`src/rtl/instruction_loader.sv`:
```
// Byte-stream program loader: packs MSB-first bytes into words
// and writes them to instruction memory until the halt word or full.
module instruction_loader #(
  parameter int NB_DATA = 32,
  parameter int NB_BYTE = 8,
  parameter int NB_ADDR = 8,
  parameter logic [NB_DATA-1:0] HALT_WORD = 32'hFFFFFFFF
) (
  input  logic               clock,
  input  logic               reset_n,
  input  logic               start,
  input  logic [NB_BYTE-1:0] rx_data,
  input  logic               rx_valid,
  output logic               mem_write_en,
  output logic [NB_ADDR-1:0] mem_addr,
  output logic [NB_DATA-1:0] mem_data,
  output logic               busy,
  output logic               done,
  output logic               overflow,
  output logic [NB_ADDR:0]   word_count
);

  typedef enum logic [1:0] {
    IDLE,
    COLLECT,
    WRITE,
    DONE
  } state_t;

  state_t             state_q, state_d;
  logic [1:0]         idx_q, idx_d;
  logic [NB_ADDR:0]   wc_q, wc_d;
  logic [NB_DATA-1:0] word_q, word_d;
  logic [NB_ADDR-1:0] addr_q, addr_d;
  logic [NB_DATA-1:0] data_q, data_d;
  logic               ovf_q, ovf_d;
  logic [NB_DATA-1:0] shift_w;

  assign shift_w = {word_q[NB_DATA-NB_BYTE-1:0], rx_data};

  always_comb begin
    state_d = state_q;
    idx_d   = idx_q;
    wc_d    = wc_q;
    word_d  = word_q;
    addr_d  = addr_q;
    data_d  = data_q;
    ovf_d   = ovf_q;
    unique case (state_q)
      IDLE, DONE: begin
        if (start) begin
          state_d = COLLECT;
          idx_d   = '0;
          wc_d    = '0;
          ovf_d   = 1'b0;
        end
      end
      COLLECT: begin
        if (rx_valid) begin
          word_d = shift_w;
          idx_d  = idx_q + 2'd1;
          if (idx_q == 2'd3) begin
            state_d = WRITE;
            addr_d  = wc_q[NB_ADDR-1:0];
            data_d  = shift_w;
          end
        end
      end
      WRITE: begin
        wc_d = wc_q + 1'b1;
        // a byte here is byte 0 of the next word
        if (rx_valid) begin
          word_d = shift_w;
          idx_d  = idx_q + 2'd1;
        end
        if (data_q == HALT_WORD) begin
          state_d = DONE;
        end else if (&addr_q) begin
          state_d = DONE;
          ovf_d   = 1'b1;
        end else begin
          state_d = COLLECT;
        end
      end
      default: state_d = IDLE;
    endcase
  end

  always_ff @(posedge clock or negedge reset_n) begin
    if (!reset_n) begin
      state_q <= IDLE;
      idx_q   <= '0;
      wc_q    <= '0;
      word_q  <= '0;
      addr_q  <= '0;
      data_q  <= '0;
      ovf_q   <= 1'b0;
    end else begin
      state_q <= state_d;
      idx_q   <= idx_d;
      wc_q    <= wc_d;
      word_q  <= word_d;
      addr_q  <= addr_d;
      data_q  <= data_d;
      ovf_q   <= ovf_d;
    end
  end

  assign mem_write_en = (state_q == WRITE);
  assign mem_addr     = addr_q;
  assign mem_data     = data_q;
  assign busy         = (state_q == COLLECT) || (state_q == WRITE);
  assign done         = (state_q == DONE);
  assign overflow     = ovf_q;
  assign word_count   = wc_q;

endmodule

```
`config.mk`:
```
export PLATFORM = sky130hd
export DESIGN_NAME = instruction_loader
export DESIGN_NICKNAME = d
export VERILOG_FILES = /design/src/rtl/instruction_loader.sv
export SDC_FILE = /design/constraint.sdc
export NUM_CORES = 1
export LEC_CHECK = 0
export CAP_MARGIN = 20
export CORE_MARGIN = 2
export CORE_UTILIZATION = 55
export DETAILED_ROUTE_END_ITERATION = 16
export HOLD_SLACK_MARGIN = 0.08
export PLACE_DENSITY = 0.84
export SETUP_SLACK_MARGIN = 0.1
export SLEW_MARGIN = 20
export SYNTH_ARGS = -nofsm -noshare
export SYNTH_HDL_FRONTEND = slang
export SYNTH_SLANG_ARGS = --single-unit
```
`constraint.sdc`:
```
create_clock -name clock -period 5.5 [get_ports clock]
set_clock_uncertainty 0.1 [all_clocks]
set_input_delay 1.65 -clock clock [delete_from_list [all_inputs] [get_ports clock]]
set_output_delay 1.65 -clock clock [all_outputs]
set_load 0.03 [all_outputs]
```
==> results by group, run 1 <==
Critical path
  – Endpoint class of the critical path: output pin
  – Crit-path max FO: 10
  – Type of origin of the critical path: flop
  – Worst EP required: 3750 ps
  – Setup CP Type: reg2out
  – Crit path DAT: 2060 ps

Synth
  – Post-Syn Area: 3240 µm²
  – Syn Nets: 246
  – Syn Area/Cell: 14.2 µm²
  – Post-Synthesis Cells: 228
  – Synth unique cells: 28
  – Synth top area cells: dfrtp_1 (60%), mux2_1 (21%), ha_1 (2.3%), nand4_1 (2.3%), xnor2_1 (1.9%)
  – Register area share after synthesis: 60.2%
  – Yosys reg bits: 78
  – Cell taking the most area after synthesis: dfrtp_1
  – Top cell type's share of synthesized area: 60.2%
  – Yosys warning total: 0

Finish
  – Area growth syn-to-layout: 27.2%
  – Register area: 1950 µm²
  – Layout cells sized above 1: 8.67%
  – Footprint of the multi-input gates: 1240 µm²
  – Ant diodes: 0
  – Final nets: 315
  – Filler cell count: 405
  – Fin util: 73.5%

Clock tree
  – Post_cts resized: 0
  – Clk_lat worst skew: 340 ps
  – Setup bufs post-CTS: 0
  – H-tree depth: 3
  – CTS Buf Count: 9
  – CTS tree: done
  – CTS Hold Bufs: 0
  – Root buf cell: clkbuf_8
  – Clock transition at the registers of the reported paths: 70 ps
  – Max clock buf depth: 2
  – TritonCTS Sinks: 78

Global routing
  – Global-route wire length before repair: 10,200 µm
  – Total track usage: 21.5%
  – Largest net degree at the start of global routing: 79
  – Initial antenna violation count: 0
  – Vias in the first global route: 2,001
  – Grt ovf: 0

Timing
  – Worst slew pin tran: 950 ps
  – F_max: 263 MHz
  – Fin crit period: 3810 ps
  – Setup-failing EPs final: 0
  – Slew headroom: 36.7%
  – Slew Limit Fails: 0
  – Final Cycle Share: 69.2%
  – Setup TNS: 0 ps
  – RSZ-0062 raised after global routing: false
  – Final hold vios: 0

Route
  – Remaining routing DRC violations: 0
  – Detailed Route WL: 6240 µm
  – Routed wl met2: 2890 µm
  – M1 WL: 2970 µm
  – Vias per cell: 5.57
  – Wire length per cell: 16.8 µm
  – Via count: 2,071
  – Post-route ant nets: 0
  – WL met3: 223 µm
  – Initial DRT Pass Iterations: 4
  – Max Used Layer: met4
  – Starting DRT DRC Count: 150

Die
  – Core ar.: 5610 µm²
  – Initial Util: 57.8%
  – Die width: 80.8 µm
  – Row Count: 27
  – # IOs: 65
  – Die Y: 80.8 µm
  – Die ar.: 6520 µm²

Power and ir drop
  – Peak supply drop: 0.317 mV
  – Power Dens Cells: 524 nW/µm²
  – Lkg Pwr: 0.00182 µW

Place
  – GPL Wtd Cong: 0.763
  – IO buf count: 64
  – Hpwl dp: 4250 µm

Run status
  – Status: complete, no violations

Worst hold path
  – Hold/Removal Path Class: reg2reg

Run
  – Max-Cap Viols: 0
==> cells in the final DEF, fill, tap and decap left out, types with 2 or more instances in the layout <==
| cell type | netlist | layout |
|---|---|---|
| nor4_1 | 2 | 2 |
| o21ai_0 | 4 | 4 |
| clkdlybuf4s50_1 | 0 | 63 |
| mux2_1 | 61 | 61 |
| ha_1 | 6 | 6 |
| o22ai_1 | 2 | 2 |
| mux2_2 | 2 | 2 |
| clkbuf_8 | 0 | 12 |
| buf_4 | 1 | 3 |
| nor2b_1 | 3 | 2 |
| inv_1 | 3 | 3 |
| nor3_1 | 2 | 2 |
| mux2i_1 | 2 | 2 |
| nand2_1 | 12 | 12 |
| a21oi_1 | 2 | 2 |
| nor4_2 | 4 | 4 |
| nor2_1 | 8 | 8 |
| dfrtp_1 | 78 | 78 |
| xnor2_1 | 7 | 7 |
| nand4_1 | 12 | 12 |
==> routing by layer <==
metal | vias to the layer above | track usage [%]
met4 | 0 | 11.7
met3 | 11 | 4.00
met1 | 1048 | 29.9
met2 | 51 | 32.2
li1 | 961 | -
met5 | - | 0
==> logic make-up after synthesis <==
family / synth area share (%)
AO/OA/AOI/OAI: 2.43
XOR/XNOR: 1.89
adder cells (fa/ha/maj): 2.32
buffers and inverters: 1.78
flip-flops: 60.2
multiplexers: 23.2
AND/OR/NAND/NOR: 8.18
==> sequential cells by signal (all words and copies together), names as in the netlist <==
name / count
state_q: 2
idx_q: 2
mem_data: 32
overflow: 1
word_count: 9
mem_addr: 8
word_q: 24
==> Yosys cell counts <==
| master | count |
|---|---|
| o21ai_0 | 4 |
| a22o_1 | 1 |
| nand2_1 | 12 |
| buf_2 | 7 |
| dfrtp_1 | 78 |
| xnor2_1 | 7 |
| nor3_1 | 2 |
| nand2b_1 | 1 |
| nor4_1 | 2 |
| a21oi_1 | 2 |
| a32o_1 | 1 |
| nor2b_1 | 3 |
| mux2_1 | 61 |
| nor2_1 | 8 |
| nand3b_1 | 1 |
| mux2_2 | 2 |
| nand4_1 | 12 |
| inv_1 | 3 |
| nor4_2 | 4 |
| nand3_1 | 2 |
| ha_1 | 6 |
| mux2i_1 | 2 |
| a41o_1 | 1 |
| o21bai_1 | 1 |
| mux2i_4 | 1 |
| inv_2 | 1 |
| o22ai_1 | 2 |
| buf_4 | 1 |
==> worst max-delay path, stage by stage, from the launching register on <==
cell	delay, ps
dfrtp_1	400
inv_1	70
ha_1	450
inv_1	130
clkdlybuf4s50_1	670
==> worst paths after layout <==
kind / from / to / slack [ps] / cells past startpoint
max: state_q[0]$_DFFE_PN0P_ / busy / 1690 / 4
min: word_q[21]$_DFFE_PN0P_ / mem_data[29]$_DFFE_PN0P_ / 390 / 1
max reg2reg: state_q[0]$_DFFE_PN0P_ / word_count[4]$_DFFE_PN0P_ / 3480 / 6
min reg2reg: word_q[21]$_DFFE_PN0P_ / mem_data[29]$_DFFE_PN0P_ / 390 / 1
max in group asynchronous: reset_n / word_q[10]$_DFFE_PN0P_ / 3340 / 1
min in group asynchronous: reset_n / mem_data[24]$_DFFE_PN0P_ / 1360 / 1
==> area by class of cell <==
type	instances	share of cell area [%]
clock buffers	13	4.10
clock inverters	1	0.121
inverters	4	0.364
multi-input cells	138	30.1
flip-flops and latches	78	47.3
well taps	72	2.18
repair buffers	66	15.8
==> power by group <==
| group | switching, µW | internal, µW |
|---|---|---|
| combinational | 442 | 377 |
| clock | 187 | 195 |
| sequential | 170 | 788 |
==> through the flow <==
| stage | worst slack [ps] | instances | hold WS, ps | power, µW | cell area [µm²] |
|---|---|---|---|---|---|
| after floorplan | 2660 | 228 | 350 | 1430 | 3240 |
| after global placement | 2090 | 358 | 360 | 1760 | 3950 |
| after detailed placement | 2050 | 358 | 371 | 1790 | 3950 |
| after CTS | 1670 | 372 | 393 | 2180 | 4120 |
| after global routing | 1540 | 372 | 407 | 2280 | 4120 |
| final | 1690 | 372 | 385 | 2160 | 4120 |
Power figures use the tool's default switching activity.
==> run 2: changes to the inputs <==
--- a/config.mk
+++ b/config.mk
@@ -7,10 +7,10 @@
 export LEC_CHECK = 0
 export CAP_MARGIN = 20
 export CORE_MARGIN = 2
-export CORE_UTILIZATION = 55
+export CORE_UTILIZATION = 51
 export DETAILED_ROUTE_END_ITERATION = 16
 export HOLD_SLACK_MARGIN = 0.08
-export PLACE_DENSITY = 0.84
+export PLACE_DENSITY = 0.78
 export SETUP_SLACK_MARGIN = 0.1
 export SLEW_MARGIN = 20
 export SYNTH_ARGS = -nofsm -noshare
==> constraint.sdc (replaced) <==
create_clock -name clock -period 3.8 [get_ports clock]
set_clock_uncertainty 0.1 [all_clocks]
set_input_delay 1.14 -clock clock [delete_from_list [all_inputs] [get_ports clock]]
set_output_delay 1.14 -clock clock [all_outputs]
set_load 0.03 [all_outputs]
==> results by group, run 2 (same netlist as run 1, synthesis figures left out) <==
Global routing
  – Initial antenna violation count: 0
  – Vias in the first global route: 2,068
  – Largest net degree at the start of global routing: 79
  – Grt ovf: 0
  – Global-route wire length before repair: 10,500 µm
  – Total track usage: 19.0%

Route
  – Initial DRT Pass Iterations: 4
  – Via count: 2,082
  – Wire length per cell: 16.2 µm
  – Detailed Route WL: 6140 µm
  – Starting DRT DRC Count: 74
  – Post-route ant nets: 0
  – Vias per cell: 5.49
  – Remaining routing DRC violations: 0

Timing
  – Slew headroom: 36.7%
  – Worst slew pin tran: 949 ps
  – F_max: 303 MHz
  – Setup TNS: 0 ps
  – Final hold vios: 0
  – Fin crit period: 3300 ps
  – Slew Limit Fails: 0
  – Final Cycle Share: 86.8%
  – RSZ-0062 raised after global routing: false
  – Setup-failing EPs final: 0

Critical path
  – Endpoint class of the critical path: output pin
  – Largest stage delay, worst path: 670 ps
  – Setup CP Type: reg2out
  – CP max stage cell: clkdlybuf4s50_1
  – Worst Path Buf+Inv: 3
  – Crit path top cell by count: inv_1
  – Worst path top cell family by delay: buffers and inverters
  – Worst-path cell chain: inv_1 > ha_1 > inv_1 > clkdlybuf4s50_1
  – Crit path DAT: 2060 ps
  – Crit-path max FO: 10
  – Worst EP required: 2560 ps
  – Type of origin of the critical path: flop

Power and ir drop
  – Power Dens Cells: 769 nW/µm²
  – Peak supply drop: 0.514 mV
  – Lkg Pwr: 0.00183 µW

Clock tree
  – Root buf cell: clkbuf_8
  – CTS Buf Count: 9
  – CTS tree: done
  – TritonCTS Sinks: 78
  – H-tree depth: 3
  – Max clock buf depth: 2
  – Setup bufs post-CTS: 0
  – Post_cts resized: 0
  – Clock transition at the registers of the reported paths: 80 ps
  – Clk_lat worst skew: 340 ps
  – CTS Hold Bufs: 0

Die
  – Core ar.: 6240 µm²
  – Initial Util: 51.9%
  – Die Y: 83.7 µm
  – # IOs: 65
  – Die ar.: 7010 µm²
  – Die width: 83.7 µm
  – Row Count: 29

Finish
  – Layout cells sized above 1: 9.60%
  – Register area: 1950 µm²
  – Area growth syn-to-layout: 28.4%
  – Ant diodes: 0
  – Final nets: 315
  – Footprint of the multi-input gates: 1240 µm²
  – Most common cell after layout, fill and taps aside: dfrtp_1
  – Fin util: 66.7%
  – Filler cell count: 465
  – Max reg flops: 32
  – Most frequent cells in the layout: dfrtp_1 (78), clkdlybuf4s50_1 (63), mux2_1 (61)

Worst hold path
  – Hold/Removal Path Class: reg2reg

Place
  – Hpwl dp: 4180 µm
  – IO buf count: 64
  – GPL Wtd Cong: 0.758

Run
  – Max-Cap Viols: 0

Run status
  – Status: complete, no violations
==> run 2: cell count changes in the layout (fill, tap and decap cells not counted), sizes merged <==
cell      change
clkbuf        -2
bufinv        +1
clkinvlp      +1
clkinv        +1
inv           +1
==> run 2: worst paths after layout <==
kind                            depth (start not counted)              startpoint                   endpoint  slack [ps]
min in group asynchronous                               1                 reset_n   mem_data[14]$_DFFE_PN0P_         830
worst min-delay path                                    1  word_q[22]$_DFFE_PN0P_   mem_data[30]$_DFFE_PN0P_         380
worst min register to register                          1  word_q[22]$_DFFE_PN0P_   mem_data[30]$_DFFE_PN0P_         380
worst max register to register                          6  state_q[0]$_DFFE_PN0P_  word_count[3]$_DFFE_PN0P_        1790
worst max-delay path                                    4  state_q[0]$_DFFE_PN0P_                       busy         500
max in group asynchronous                               1                 reset_n  word_count[1]$_DFFE_PN0P_        2160
==> run 2: cell type report <==
cell class / instances / area share (%)
flip-flops and latches: 78 / 46.9
multi-input cells: 138 / 29.8
repair buffers: 66 / 15.7
clock buffers: 11 / 3.64
well taps: 77 / 2.31
clock inverters: 5 / 1.35
inverters: 4 / 0.361
==> run 2: power by group <==
part           internal (µW)  switching (µW)
sequential              1140             240
clock                    339             294
combinational            546             641
==> run 2: per-stage QoR <==
stage,setup slack (ps),total power (µW),instances,cell area [µm²],hold WS (ps)
floorplan,1470,2080,228,3240,350
detailed placement,855,2590,363,3960,371
global placement,901,2550,363,3960,363
global route,395,3380,379,4160,398
CTS,481,3230,379,4160,389
finish,501,3200,379,4160,382
==> run 2: routing by layer <==
layer	routed length [µm]	track usage (%)	up-vias
li1	-	-	959
met4	118	9.24	0
met5	0	0	-
met3	231	3.26	11
met1	2960	27.4	1063
met2	2830	28.0	49
